`config.mk`:
```
export PLATFORM = sky130hd
export DESIGN_NAME = mem_arbiter_flat
export DESIGN_NICKNAME = d
export VERILOG_FILES = /design/src/rtl/mem_arbiter_if.sv /design/src/rtl/mem_arbiter.sv /design/src/flat_wrapper.sv
export SDC_FILE = /design/constraint.sdc
export NUM_CORES = 1
export LEC_CHECK = 0
export ABC_AREA = 1
export BUFFER_PORTS_ARGS = -buffer_cell sky130_fd_sc_hd__buf_4
export CAP_MARGIN = 20
export CORE_ASPECT_RATIO = 0.7
export CORE_MARGIN = 8
export CORE_UTILIZATION = 28
export CTS_CLUSTER_SIZE = 16
export DETAILED_ROUTE_END_ITERATION = 7
export SLEW_MARGIN = 20
export SYNTH_ARGS = -nofsm -noshare
export SYNTH_HDL_FRONTEND = slang
export SYNTH_SLANG_ARGS = --single-unit
```
`constraint.sdc`:
```
create_clock -name clk -period 1.6 [get_ports clk]
set_input_delay 0.32 -clock clk [delete_from_list [all_inputs] [get_ports clk]]
set_output_delay 0.32 -clock clk [all_outputs]
set_load 0.1 [all_outputs]
```
`src/rtl/mem_arbiter_if.sv`:
```
`default_nettype none
// ============================================================================
// mem_arbiter_if : fetch, load/store and RAM-side signal bundle for mem_arbiter
// Revision 1.0
// ============================================================================
interface mem_arbiter_if #(
  parameter int ADDR_W = 16,
  parameter int DATA_W = 16
);
  logic              if_req;
  logic [ADDR_W-1:0] if_addr;
  logic              if_gnt;
  logic              if_rvalid;
  logic [DATA_W-1:0] if_rdata;

  logic              ls_req;
  logic              ls_we;
  logic [ADDR_W-1:0] ls_addr;
  logic [DATA_W-1:0] ls_wdata;
  logic              ls_gnt;
  logic              ls_rvalid;
  logic [DATA_W-1:0] ls_rdata;

  logic [DATA_W-1:0] ram_A;
  logic [ADDR_W-1:0] ram_addr;
  logic              ram_en;
  logic              ram_rw;
  logic [DATA_W-1:0] ram_Q;

  logic              busy;

  modport slave (
    input  if_req, if_addr, ls_req, ls_we, ls_addr, ls_wdata, ram_Q,
    output if_gnt, if_rvalid, if_rdata, ls_gnt, ls_rvalid, ls_rdata,
           ram_A, ram_addr, ram_en, ram_rw, busy
  );

  modport master (
    output if_req, if_addr, ls_req, ls_we, ls_addr, ls_wdata, ram_Q,
    input  if_gnt, if_rvalid, if_rdata, ls_gnt, ls_rvalid, ls_rdata,
           ram_A, ram_addr, ram_en, ram_rw, busy
  );
endinterface
`default_nettype wire

```
`src/rtl/mem_arbiter.sv`:
```
`default_nettype none
// ============================================================================
// mem_arbiter : fetch vs load/store arbiter sequencing one RAM access at a time
// Revision 1.0
// ============================================================================
module mem_arbiter #(
  parameter int ADDR_W       = 16,
  parameter int DATA_W       = 16,
  parameter int WAIT_CYCLES  = 1,
  parameter int STARVE_LIMIT = 4
) (
  input  logic         clk,
  input  logic         rst,
  mem_arbiter_if.slave bus
);
  localparam int c_WCNT_W = (WAIT_CYCLES > 1) ? $clog2(WAIT_CYCLES) : 1;
  localparam int c_SCNT_W = (STARVE_LIMIT > 0) ? $clog2(STARVE_LIMIT + 1) : 1;

  localparam logic [1:0] c_IDLE   = 2'd0;
  localparam logic [1:0] c_ACCESS = 2'd1;
  localparam logic [1:0] c_RESP   = 2'd2;

  localparam logic [c_WCNT_W-1:0] c_WAIT_LAST  = c_WCNT_W'(WAIT_CYCLES - 1);
  localparam logic [c_WCNT_W-1:0] c_WAIT_ONE   = c_WCNT_W'(1);
  localparam logic [c_SCNT_W-1:0] c_STARVE_MAX = c_SCNT_W'(STARVE_LIMIT);
  localparam logic [c_SCNT_W-1:0] c_STARVE_ONE = c_SCNT_W'(1);

  logic [1:0]          r_state, w_next_state;
  logic [c_WCNT_W-1:0] r_wait_cnt;
  logic [c_SCNT_W-1:0] r_starve_cnt;
  logic                r_sel_if;

  logic              r_if_gnt, r_if_rvalid, r_ls_gnt, r_ls_rvalid;
  logic [DATA_W-1:0] r_if_rdata, r_ls_rdata, r_ram_A;
  logic [ADDR_W-1:0] r_ram_addr;
  logic              r_ram_en, r_ram_rw, r_busy;

  logic              w_if_gnt, w_if_rvalid, w_ls_gnt, w_ls_rvalid;
  logic [DATA_W-1:0] w_if_rdata, w_ls_rdata, w_ram_A;
  logic [ADDR_W-1:0] w_ram_addr;
  logic              w_ram_en, w_ram_rw, w_busy;

  logic w_start, w_pick_if, w_last;

  assign w_start   = (r_state == c_IDLE) && (bus.if_req || bus.ls_req);
  assign w_pick_if = bus.if_req && (!bus.ls_req || (r_starve_cnt == c_STARVE_MAX));
  assign w_last    = (r_state == c_ACCESS) && (r_wait_cnt == c_WAIT_LAST);

  always_ff @(posedge clk) begin
    if (rst) begin
      r_state      <= c_IDLE;
      r_wait_cnt   <= '0;
      r_starve_cnt <= '0;
      r_sel_if     <= 1'b0;
      r_if_gnt     <= 1'b0;
      r_if_rvalid  <= 1'b0;
      r_if_rdata   <= '0;
      r_ls_gnt     <= 1'b0;
      r_ls_rvalid  <= 1'b0;
      r_ls_rdata   <= '0;
      r_ram_A      <= '0;
      r_ram_addr   <= '0;
      r_ram_en     <= 1'b0;
      r_ram_rw     <= 1'b1;
      r_busy       <= 1'b0;
    end else begin
      r_state    <= w_next_state;
      r_wait_cnt <= (r_state == c_ACCESS && !w_last) ? r_wait_cnt + c_WAIT_ONE : '0;
      if (w_start) begin
        r_sel_if <= w_pick_if;
        // Count only data wins that left a fetch waiting; saturate at the limit
        if (w_pick_if)
          r_starve_cnt <= '0;
        else if (bus.if_req && (r_starve_cnt != c_STARVE_MAX))
          r_starve_cnt <= r_starve_cnt + c_STARVE_ONE;
      end
      r_if_gnt    <= w_if_gnt;
      r_if_rvalid <= w_if_rvalid;
      r_if_rdata  <= w_if_rdata;
      r_ls_gnt    <= w_ls_gnt;
      r_ls_rvalid <= w_ls_rvalid;
      r_ls_rdata  <= w_ls_rdata;
      r_ram_A     <= w_ram_A;
      r_ram_addr  <= w_ram_addr;
      r_ram_en    <= w_ram_en;
      r_ram_rw    <= w_ram_rw;
      r_busy      <= w_busy;
    end
  end

  always_comb begin
    w_next_state = r_state;
    case (r_state)
      c_IDLE:   if (w_start) w_next_state = c_ACCESS;
      c_ACCESS: if (w_last)  w_next_state = c_RESP;
      c_RESP:   w_next_state = c_IDLE;
      default:  w_next_state = c_IDLE;
    endcase
  end

  // Computes the value every output register takes at the coming edge
  always_comb begin
    w_if_gnt    = 1'b0;
    w_ls_gnt    = 1'b0;
    w_if_rvalid = 1'b0;
    w_ls_rvalid = 1'b0;
    w_if_rdata  = r_if_rdata;
    w_ls_rdata  = r_ls_rdata;
    w_ram_addr  = r_ram_addr;
    w_ram_A     = r_ram_A;
    w_ram_rw    = r_ram_rw;
    w_ram_en    = (w_next_state == c_ACCESS);
    w_busy      = (w_next_state != c_IDLE);
    if (w_start) begin
      w_if_gnt   = w_pick_if;
      w_ls_gnt   = !w_pick_if;
      w_ram_addr = w_pick_if ? bus.if_addr : bus.ls_addr;
      w_ram_rw   = w_pick_if || !bus.ls_we;
      w_ram_A    = (!w_pick_if && bus.ls_we) ? bus.ls_wdata : '0;
    end
    if (w_last) begin
      if (r_sel_if)
        w_if_rdata = bus.ram_Q;
      else
        w_ls_rdata = r_ram_rw ? bus.ram_Q : '0;
      w_if_rvalid = r_sel_if;
      w_ls_rvalid = !r_sel_if;
      w_ram_rw    = 1'b1;
      w_ram_A     = '0;
    end
  end

  assign bus.if_gnt    = r_if_gnt;
  assign bus.if_rvalid = r_if_rvalid;
  assign bus.if_rdata  = r_if_rdata;
  assign bus.ls_gnt    = r_ls_gnt;
  assign bus.ls_rvalid = r_ls_rvalid;
  assign bus.ls_rdata  = r_ls_rdata;
  assign bus.ram_A     = r_ram_A;
  assign bus.ram_addr  = r_ram_addr;
  assign bus.ram_en    = r_ram_en;
  assign bus.ram_rw    = r_ram_rw;
  assign bus.busy      = r_busy;
endmodule
`default_nettype wire

```
`src/flat_wrapper.sv`:
```
// flat-port wrapper written by rule: the top's interface ports become plain ports
module mem_arbiter_flat 
#(
  parameter int ADDR_W       = 16,
  parameter int DATA_W       = 16,
  parameter int WAIT_CYCLES  = 1,
  parameter int STARVE_LIMIT = 4
)
  (clk, rst, bus_if_req, bus_if_addr, bus_ls_req, bus_ls_we, bus_ls_addr, bus_ls_wdata, bus_ram_Q, bus_if_gnt, bus_if_rvalid, bus_if_rdata, bus_ls_gnt, bus_ls_rvalid, bus_ls_rdata, bus_ram_A, bus_ram_addr, bus_ram_en, bus_ram_rw, bus_busy);
  mem_arbiter_if #(.ADDR_W(ADDR_W), .DATA_W(DATA_W)) bus_i ();
  input  logic clk;
  input  logic rst;
  input wire logic [$bits(bus_i.if_req)-1:0] bus_if_req;
  input wire logic [$bits(bus_i.if_addr)-1:0] bus_if_addr;
  input wire logic [$bits(bus_i.ls_req)-1:0] bus_ls_req;
  input wire logic [$bits(bus_i.ls_we)-1:0] bus_ls_we;
  input wire logic [$bits(bus_i.ls_addr)-1:0] bus_ls_addr;
  input wire logic [$bits(bus_i.ls_wdata)-1:0] bus_ls_wdata;
  input wire logic [$bits(bus_i.ram_Q)-1:0] bus_ram_Q;
  output wire logic [$bits(bus_i.if_gnt)-1:0] bus_if_gnt;
  output wire logic [$bits(bus_i.if_rvalid)-1:0] bus_if_rvalid;
  output wire logic [$bits(bus_i.if_rdata)-1:0] bus_if_rdata;
  output wire logic [$bits(bus_i.ls_gnt)-1:0] bus_ls_gnt;
  output wire logic [$bits(bus_i.ls_rvalid)-1:0] bus_ls_rvalid;
  output wire logic [$bits(bus_i.ls_rdata)-1:0] bus_ls_rdata;
  output wire logic [$bits(bus_i.ram_A)-1:0] bus_ram_A;
  output wire logic [$bits(bus_i.ram_addr)-1:0] bus_ram_addr;
  output wire logic [$bits(bus_i.ram_en)-1:0] bus_ram_en;
  output wire logic [$bits(bus_i.ram_rw)-1:0] bus_ram_rw;
  output wire logic [$bits(bus_i.busy)-1:0] bus_busy;
  assign bus_i.if_req = bus_if_req;
  assign bus_i.if_addr = bus_if_addr;
  assign bus_i.ls_req = bus_ls_req;
  assign bus_i.ls_we = bus_ls_we;
  assign bus_i.ls_addr = bus_ls_addr;
  assign bus_i.ls_wdata = bus_ls_wdata;
  assign bus_i.ram_Q = bus_ram_Q;
  assign bus_if_gnt = bus_i.if_gnt;
  assign bus_if_rvalid = bus_i.if_rvalid;
  assign bus_if_rdata = bus_i.if_rdata;
  assign bus_ls_gnt = bus_i.ls_gnt;
  assign bus_ls_rvalid = bus_i.ls_rvalid;
  assign bus_ls_rdata = bus_i.ls_rdata;
  assign bus_ram_A = bus_i.ram_A;
  assign bus_ram_addr = bus_i.ram_addr;
  assign bus_ram_en = bus_i.ram_en;
  assign bus_ram_rw = bus_i.ram_rw;
  assign bus_busy = bus_i.busy;
  mem_arbiter #(.ADDR_W(ADDR_W), .DATA_W(DATA_W), .WAIT_CYCLES(WAIT_CYCLES), .STARVE_LIMIT(STARVE_LIMIT)) u_core (.clk(clk), .rst(rst), .bus(bus_i));
endmodule
```
==> results.toml, run 1 <==
[status]
status = "finished, final reports clean"

[placed_design]
port_buffers = 139
place_hpwl_um = 7830
place_congestion = 0.808
place_area_um2 = 4670

[synthesis]
yosys.cell_count.top_type = "nand2_1"
syn_area_um2 = 3490
syn_inst = 498
yosysTopAreaCellShare_pct = 44.7
ys_seq_area_share_pct = 44.7
synthDistinctLibCells = 29
synth_flop_cell = "dfxtp_1"
syn-num-nets = 569
synth_commonest_cells = "125 x nand2_1, 89 x nor2_1, 78 x dfxtp_1, 70 x inv_1, 62 x nand3_1"
async_flop_share_pct = 0
synth.avg_cell_area_um2 = 7.01
synth_seq_cells = 78
synth.largest_area_cell = "dfxtp_1"
yosysWarnings = 0
synth_edf_count = 0
ys_top_cells_by_area = "dfxtp_1 45%, nand2_1 13%, nor2_1 9.6%"

[timing]
drv_slew = 0
skew_ns = 0.00827
fin_crit_ns = 1.37
fmax_ghz = 0.729
rsz0062_at_grt = "no"
tns_ns = 0
hold_viol = 0
finalCritPeriodShare_pct = 85.7
setup_viol = 0

[clock_network]
numCtsBuffers = 9
cts-root-buf = "clkbuf_16"
cts_setup_buffers = 0
cts_tree = "built"
h-tree-depth = 3
cts.sinks = 78
holdBufCountCts = 0
cts_buffer_depth = 2
clk-insertion-delay-late_ns = 0.33
clkTransAtPathRegs_ns = 0.05
ctsResizeCount = 0

[floorplanning]
fp.dieW_um = 150
die-area_um2 = 16400
num_io_pins = 140
start_util_pct = 28.4
fp-row-count = 34
dieHeight_um = 109
core_um2 = 12300

[route]
vias = 3394
avgViaCountPerCell = 4.26
dr.pass1.iters = 4
post-route-drc-count = 0
drt-wirelength-per-cell_um = 12.6
ant_nets = 0
drt-initial-drc-count = 103
finalWirelength_um = 10100

[pwr]
p_leak_nw = 2.59
irDropWorstVdd_mv = 0.551
powerDensity_nw_per_um2 = 1200

[finish]
drive_gt1_share_pct = 29.4
areaGrowthSynthToFinish_pct = 41.6
n_antenna_cell = 0
fin_nets = 704
design_area_um2 = 4950

[critical_path]
cp_max_fo = 19
crit_type = "register to register"
rr_worst_depth = 8
critical_path_arrival_ns = 1.63
cp-end-kind = "register"
cp-start-kind = "register"
required_ns = 1.86

[global_route]
antenna_found_initial = 0
gr-total-overflow = 0
grtUsageTotal_pct = 12.3
grt_pass1_vias = 3303
grt_pass1_wl_um = 16100
grt_max_degree = 51

[flow_run]
max_cap_viol_count = 0

[min_path]
min_path_cells = 3
hold_class = "input port to register"
[through the flow]
| stage | hold slack [ns] | std cells | utilization, % | total power, mW | setup WS (ns) |
|---|---|---|---|---|---|
| finish | 0.268 | 797 | 40.2 | 5.92 | 0.229 |
| global route | 0.266 | 797 | 40.2 | 6.19 | 0.0884 |
| CTS | 0.257 | 797 | 40.2 | 6.00 | 0.214 |
| detailed placement | 0.478 | 784 | 38.0 | 4.03 | 0.230 |
| global placement | 0.464 | 784 | 38.0 | 4.01 | 0.270 |
| floorplan | 0.470 | 498 | - | 3.57 | 0.150 |
[path summary, 6_finish.rpt]
| check | from | to | slack (ns) |
|---|---|---|---|
| min | bus_ram_Q[12] | u_core.bus.ls_rdata[12]$_SDFFE_PP0P_ | 0.27 |
| max reg2reg | u_core.r_starve_cnt[0]$_SDFFE_PP0P_ | u_core.bus.ram_addr[0]$_SDFFE_PP0P_ | 0.23 |
| min reg2reg | u_core.bus.if_rdata[13]$_SDFFE_PP0P_ | u_core.bus.if_rdata[13]$_SDFFE_PP0P_ | 0.49 |
| max | u_core.r_starve_cnt[0]$_SDFFE_PP0P_ | u_core.bus.ram_addr[0]$_SDFFE_PP0P_ | 0.23 |
[metal layers]
layer / global-route usage (%) / up-vias / part of all wire [%]
li1: - / 1769 / -
met1: 15.0 / 1500 / 44
met2: 19.2 / 118 / 44
met3: 5.80 / 7 / 11
met4: 3.16 / 0 / 0.79
met5: 0 / - / 0
[worst max-delay path, stage by stage (launching register included)]
cell and delay (ns):
dfxtp_1 0.36, inv_1 0.06, ha_1 0.19, nand2_1 0.06, nand2_1 0.07, buf_4 0.20, a21boi_0 0.21, nor2_1 0.08
nor2_1 0.08
[kinds of logic (layout without fill, tap and decap cells)]
| group | Yosys count | after routing | share of synthesized area [%] |
|---|---|---|---|
| other | 1 | 1 | 0.107 |
| AND/OR/NAND/NOR | 285 | 285 | 34.5 |
| adder cells (fa/ha/maj) | 2 | 2 | 0.716 |
| buffers and inverters | 101 | 238 | 13.8 |
| AO/OA/AOI/OAI | 30 | 30 | 5.98 |
| XOR/XNOR | 1 | 1 | 0.251 |
| flip-flops | 78 | 78 | 44.7 |
[report_power, final]
group	internal [mW]	total, mW	switching (mW)	leakage (nW)
Combinational	0.465	1.81	1.34	1.82
Sequential	2.08	2.17	0.0854	0.638
Clock	1.22	1.94	0.723	0.137
Total	3.77	5.92	2.15	2.59
[area by class of cell]
class                   count  area [um^2]
flip-flops and latches     78         1560
well taps                 162          203
clock inverters             2         35.0
fillers                  1278         7350
inverters                  73          274
clock buffers              11          243
repair buffers            152         1180
multi-input cells         319         1450
[flip-flops by register name, indices dropped and copies added, names as in the netlist]
name,flops
u_core.r_sel_if,1
u_core.bus.if_rdata,16
u_core.bus.busy,1
u_core.bus.ram_A,16
u_core.bus.if_rvalid,1
u_core.bus.if_gnt,1
u_core.bus.ls_rvalid,1
u_core.bus.ls_gnt,1
u_core.bus.ls_rdata,16
u_core.r_wait_cnt,1
u_core.bus.ram_rw,1
u_core.r_state,2
u_core.r_starve_cnt,3
u_core.bus.ram_addr,16
u_core.bus.ram_en,1
[layout by cell type, fill, tap and decap left out, drive strengths merged]
master    n
a21boi    2
a21oi     6
a31oi     1
buf     152
bufinv    1
clkbuf   11
clkinv    1
conb      1
dfxtp    78
ha        2
inv      73
nand2   128
nand3    62
nand3b    1
nand4     1
nor2     93
o21ai    19
o21bai    1
o22ai     1
xor2      1
Power figures use the tool's default switching activity.
==> run 2: changes to the inputs <==
MAX_ROUTING_LAYER = met4   (was default)
PLACE_DENSITY_LB_ADDON = 0.2   (was default)
==> run 2 against run 1 <==
Clock power is 20% higher. Worst hold slack worse by 0.015 ns. Power is 6.7% higher. Sequential share of layout area is 0.40 points lower. First-iteration DRC count is 29% higher. Register-to-register slack worse by 0.04 ns. Non-clock buffer count is 2 lower. Global-route usage is 0.50 points higher. Highest routed layer unchanged.
==> results.toml, run 2 (synthesized netlist as in run 1, its figures left out) <==
[status]
status = "finished, final reports clean"

[timing]
skew_ns = 0.00557
fmax_ghz = 0.709
drv_slew = 0
finalCritPeriodShare_pct = 88.1
rsz0062_at_grt = "no"
setup_viol = 0
tns_ns = 0
fin_crit_ns = 1.41
hold_viol = 0

[critical_path]
cp-start-kind = "register"
crit_type = "register to register"
required_ns = 1.88
cp-end-kind = "register"
critical_path_arrival_ns = 1.69
cp_max_fo = 12

[global_route]
gr-total-overflow = 0
grt_pass1_vias = 3293
grt_max_degree = 51
grtUsageTotal_pct = 12.8
antenna_found_initial = 0
grt_pass1_wl_um = 16300

[flow_run]
max_cap_viol_count = 0

[pwr]
p_leak_nw = 2.61
powerDensity_nw_per_um2 = 1260
irDropWorstVdd_mv = 0.489

[floorplanning]
start_util_pct = 28.4
fp-row-count = 34
num_io_pins = 140
core_um2 = 12300
fp.dieW_um = 150
dieHeight_um = 109
die-area_um2 = 16400

[clock_network]
clk-insertion-delay-late_ns = 0.33
cts_setup_buffers = 0
cts_tree = "built"
numCtsBuffers = 9
clkTransAtPathRegs_ns = 0.06
cts-root-buf = "clkbuf_16"
cts.sinks = 78
h-tree-depth = 3
cts_buffer_depth = 2

[route]
routed-wl-met3_um = 809
vias = 3371
drt-initial-drc-count = 133
ant_nets = 0
drt-wirelength-per-cell_um = 12.8
avgViaCountPerCell = 4.22
top_layer = "met4"
finalWirelength_um = 10200
post-route-drc-count = 0
dr.pass1.iters = 5
dr_wl_met2_um = 4340
wl_met1_um = 4920

[finish]
drive_gt1_share_pct = 29.6
post-route-util_pct = 40.7
final_common_cell = "buf_4"
mostFrequentLayoutCells = "146 x buf_4, 125 x nand2_1, 89 x nor2_1"
areaGrowthSynthToFinish_pct = 43.4
nFillCells = 1294
n_antenna_cell = 0
fin_nets = 702

[placed_design]
port_buffers = 139
place_hpwl_um = 7490
place_congestion = 0.804

[min_path]
hold_class = "input port to register"
[run 2: changes by cell type in the layout (fill, tap and decap cells not counted), sizes merged]
| cell | before | now |
|---|---|---|
| bufinv | 1 | 3 |
| clkinvlp | 0 | 2 |
| buf | 152 | 150 |
| clkbuf | 11 | 10 |
[run 2: final timing paths]
check / cells after the start / endpoint / slack [ns] / start
max: 10 / u_core.bus.ram_addr[12]$_SDFFE_PP0P_ / 0.19 / u_core.r_starve_cnt[0]$_SDFFE_PP0P_
min: 3 / u_core.bus.ls_rdata[5]$_SDFFE_PP0P_ / 0.25 / bus_ram_Q[5]
max reg2reg: 10 / u_core.bus.ram_addr[12]$_SDFFE_PP0P_ / 0.19 / u_core.r_starve_cnt[0]$_SDFFE_PP0P_
min reg2reg: 2 / u_core.bus.if_rdata[14]$_SDFFE_PP0P_ / 0.48 / u_core.bus.if_rdata[14]$_SDFFE_PP0P_
[run 2: layout make-up]
cell class                      count  area, um^2  area share (%)
Sequential cell                    78        1560            31.2
Multi-Input combinational cell    319        1460            29.0
Timing Repair Buffer              150        1180            23.5
Inverter                           73         274            5.47
Clock buffer                       10         229            4.57
Tap cell                          162         203            4.05
Clock inverter                      6         110            2.20
[run 2: worst max-delay path: stages (launching register included)]
cell     delay (ns)
dfxtp_1        0.37
inv_1          0.06
ha_1           0.19
nand2_1        0.06
nand2_1        0.09
nand2_4        0.17
buf_4          0.19
nand2_1        0.06
nand3_1        0.07
nand2_1        0.05
inv_1          0.04
[run 2: timing repair]
action	CTS	global route
hold buffers	0	0
setup endpoints to repair	0	6
resized for setup	0	1
[run 2: through the flow]
stage	hold slack [ns]	instances	worst slack [ns]	cell area, um^2	total power [mW]
2_1_floorplan	0.470	498	0.150	3490	3.57
3_3_place_gp	0.467	782	0.201	4670	4.01
3_5_place_dp	0.474	782	0.129	4670	4.03
4_1_cts	0.242	798	0.0970	5000	6.40
5_1_grt	0.250	798	0.0214	5010	6.60
6_report	0.253	798	0.190	5010	6.31
[run 2: per-layer routing]
metal / track usage, % / vias up
met5: - / -
li1: - / 1766
met3: 4.24 / 11
met1: 16.1 / 1496
met2: 18.9 / 98
met4: 3.95 / 0
[run 2: power by group]
part	switching, mW	internal, mW	total, mW
clock network	0.810	1.52	2.33
logic	1.35	0.469	1.82
registers	0.0840	2.08	2.16
==> run 3: changes to the inputs <==
CORE_ASPECT_RATIO = default   (was 0.7)
==> run 3 against run 2 <==
Core utilization is 0.70 points lower. Sequential share of layout area increased by 0.24 points. Clock power shrank 18%. Final cell count rose by 1.4%. Power decreased by 6.8%. Critical path depth unchanged. Count of clock-buffer cells in the layout increased by 6.
==> results.toml, run 3 (synthesized netlist as in run 1, its figures left out) <==
[critical_path]
cpMostUsedCell = "nand2_1"
cp_top_family = "simple AND/OR/NAND/NOR gates"
worstPathCellList = "inv_1 -> ha_1 -> nand2_1 -> nand2_1 -> nand2_4 -> buf_4 -> nand2_1 -> nand3_1 -> nand2_1 -> inv_1"
cp_max_fo = 12
cp_slowest_stage_delay_ns = 0.37
crit_type = "register to register"
r2r_slack_ns = 0.18
cp-end-kind = "register"
crit_buf_inv = 3
rr_worst_depth = 10
critical_path_arrival_ns = 1.69
cp-startpoint = "u_core.r_starve_cnt[0]$_SDFFE_PP0P_"
r2r-start = "u_core.r_starve_cnt[0]$_SDFFE_PP0P_"
cp-start-kind = "register"
r2r-end = "u_core.bus.ram_addr[12]$_SDFFE_PP0P_"
required_ns = 1.87
crit_slowest_cell = "dfxtp_1"

[route]
finalWirelength_um = 9800
drt-wirelength-per-cell_um = 12.1
ant_nets = 0
vias = 3328
drt-initial-drc-count = 188
dr.pass1.iters = 4
post-route-drc-count = 0
avgViaCountPerCell = 4.11

[timing]
fin_crit_ns = 1.42
finalCritPeriodShare_pct = 88.8
tns_ns = 0
rsz0062_at_grt = "no"
hold_viol = 0
setup_viol = 0
fmax_ghz = 0.704
skew_ns = 0.00383
drv_slew = 0

[floorplanning]
core_um2 = 12400
start_util_pct = 28.1
die-area_um2 = 16300
num_io_pins = 140
fp.dieW_um = 128
dieHeight_um = 128
fp-row-count = 41

[min_path]
min_to = "u_core.bus.ls_rdata[7]$_SDFFE_PP0P_"
hold_class = "input port to register"
min_path_cells = 3
hold_start = "bus_ram_Q[7]"

[clock_network]
clk-insertion-delay-late_ns = 0.32
cts_tree = "built"
h-tree-depth = 3
clkTransAtPathRegs_ns = 0.06
cts_buffer_depth = 2
cts-root-buf = "clkbuf_16"
numCtsBuffers = 9
cts.sinks = 78

[finish]
nFillCells = 1328
post-route-util_pct = 40.1
areaGrowthSynthToFinish_pct = 42.3
final_common_cell = "buf_4"
design_area_um2 = 4970
n_antenna_cell = 0
fin_nets = 703
drive_gt1_share_pct = 29.2
instances_no_fill = 809
mostFrequentLayoutCells = "147 x buf_4, 125 x nand2_1, 89 x nor2_1"

[global_route]
grt_pass1_wl_um = 16200
grtUsageTotal_pct = 12.7
antenna_found_initial = 0
gr-total-overflow = 0
grt_pass1_vias = 3363
grt_max_degree = 51

[status]
status = "finished, final reports clean"

[pwr]
p_leak_nw = 2.60
irDropWorstVdd_mv = 0.574
powerDensity_nw_per_um2 = 1180

[flow_run]
max_cap_viol_count = 0

[placed_design]
place_congestion = 0.776
place_hpwl_um = 7260
place_area_um2 = 4690
placedCellCount = 793
port_buffers = 139
## run 3: cell count changes in the layout (fill, tap and decap cells not counted)
cell	previous run	this run
bufinv_16	3	0
clkbuf_1	1	4
clkbuf_8	0	3
clkinvlp_4	2	0
buf_4	146	147
clkinv_2	1	0
## run 3: per-stage QoR
step | hold slack (ns) | setup slack (ns) | total power [mW]
after floorplan | 0.470 | 0.150 | 3.57
after global placement | 0.464 | 0.221 | 4.01
after detailed placement | 0.480 | 0.120 | 4.03
after CTS | 0.259 | 0.112 | 5.98
after global routing | 0.256 | 0.0215 | 6.18
final | 0.274 | 0.180 | 5.88
## run 3: routing by layer
layer	routed length, um	global-route usage, %	share of wire (%)
met5	0	-	0
met4	81	3.43	0.83
met3	783	4.78	8.0
met2	4440	20.1	45
met1	4500	14.7	46
## run 3: repair_timing
item | 4_1_cts | 5_1_grt
hold buffers | 0 | 0
setup buffers | 0 | 0
resized for setup | 0 | 1
endpoints found under the setup margin | 0 | 5
## run 3: worst max-delay path by stage
stage                                           end  slack, ns  depth (start not counted)
2_1_floorplan  u_core.bus.ls_rdata[12]$_SDFFE_PP0P_       0.15                          4
3_3_place_gp   u_core.bus.ram_addr[10]$_SDFFE_PP0P_       0.22                         10
3_5_place_dp   u_core.bus.ram_addr[12]$_SDFFE_PP0P_       0.12                         10
4_1_cts        u_core.bus.ram_addr[12]$_SDFFE_PP0P_       0.11                         10
5_1_grt         u_core.bus.ram_addr[7]$_SDFFE_PP0P_       0.02                         10
6_report       u_core.bus.ram_addr[12]$_SDFFE_PP0P_       0.18                         10
## run 3: layout make-up
class,count,area [um^2],area share (%)
Clock buffer,16,282,5.66
Sequential cell,78,1560,31.4
Multi-Input combinational cell,319,1460,29.3
Timing Repair Buffer,151,1180,23.8
Inverter,73,274,5.51
Tap cell,172,215,4.33
## run 3: worst reg2reg max path: stages (launching register included)
cell     delay, ns
dfxtp_1       0.37
inv_1         0.06
ha_1          0.19
nand2_1       0.06
nand2_1       0.09
nand2_4       0.17
buf_4         0.19
nand2_1       0.07
nand3_1       0.07
nand2_1       0.05
inv_1         0.04
## run 3: power by group
group | switching, mW | internal, mW
clock | 0.735 | 1.18
combinational | 1.34 | 0.468
sequential | 0.0805 | 2.08
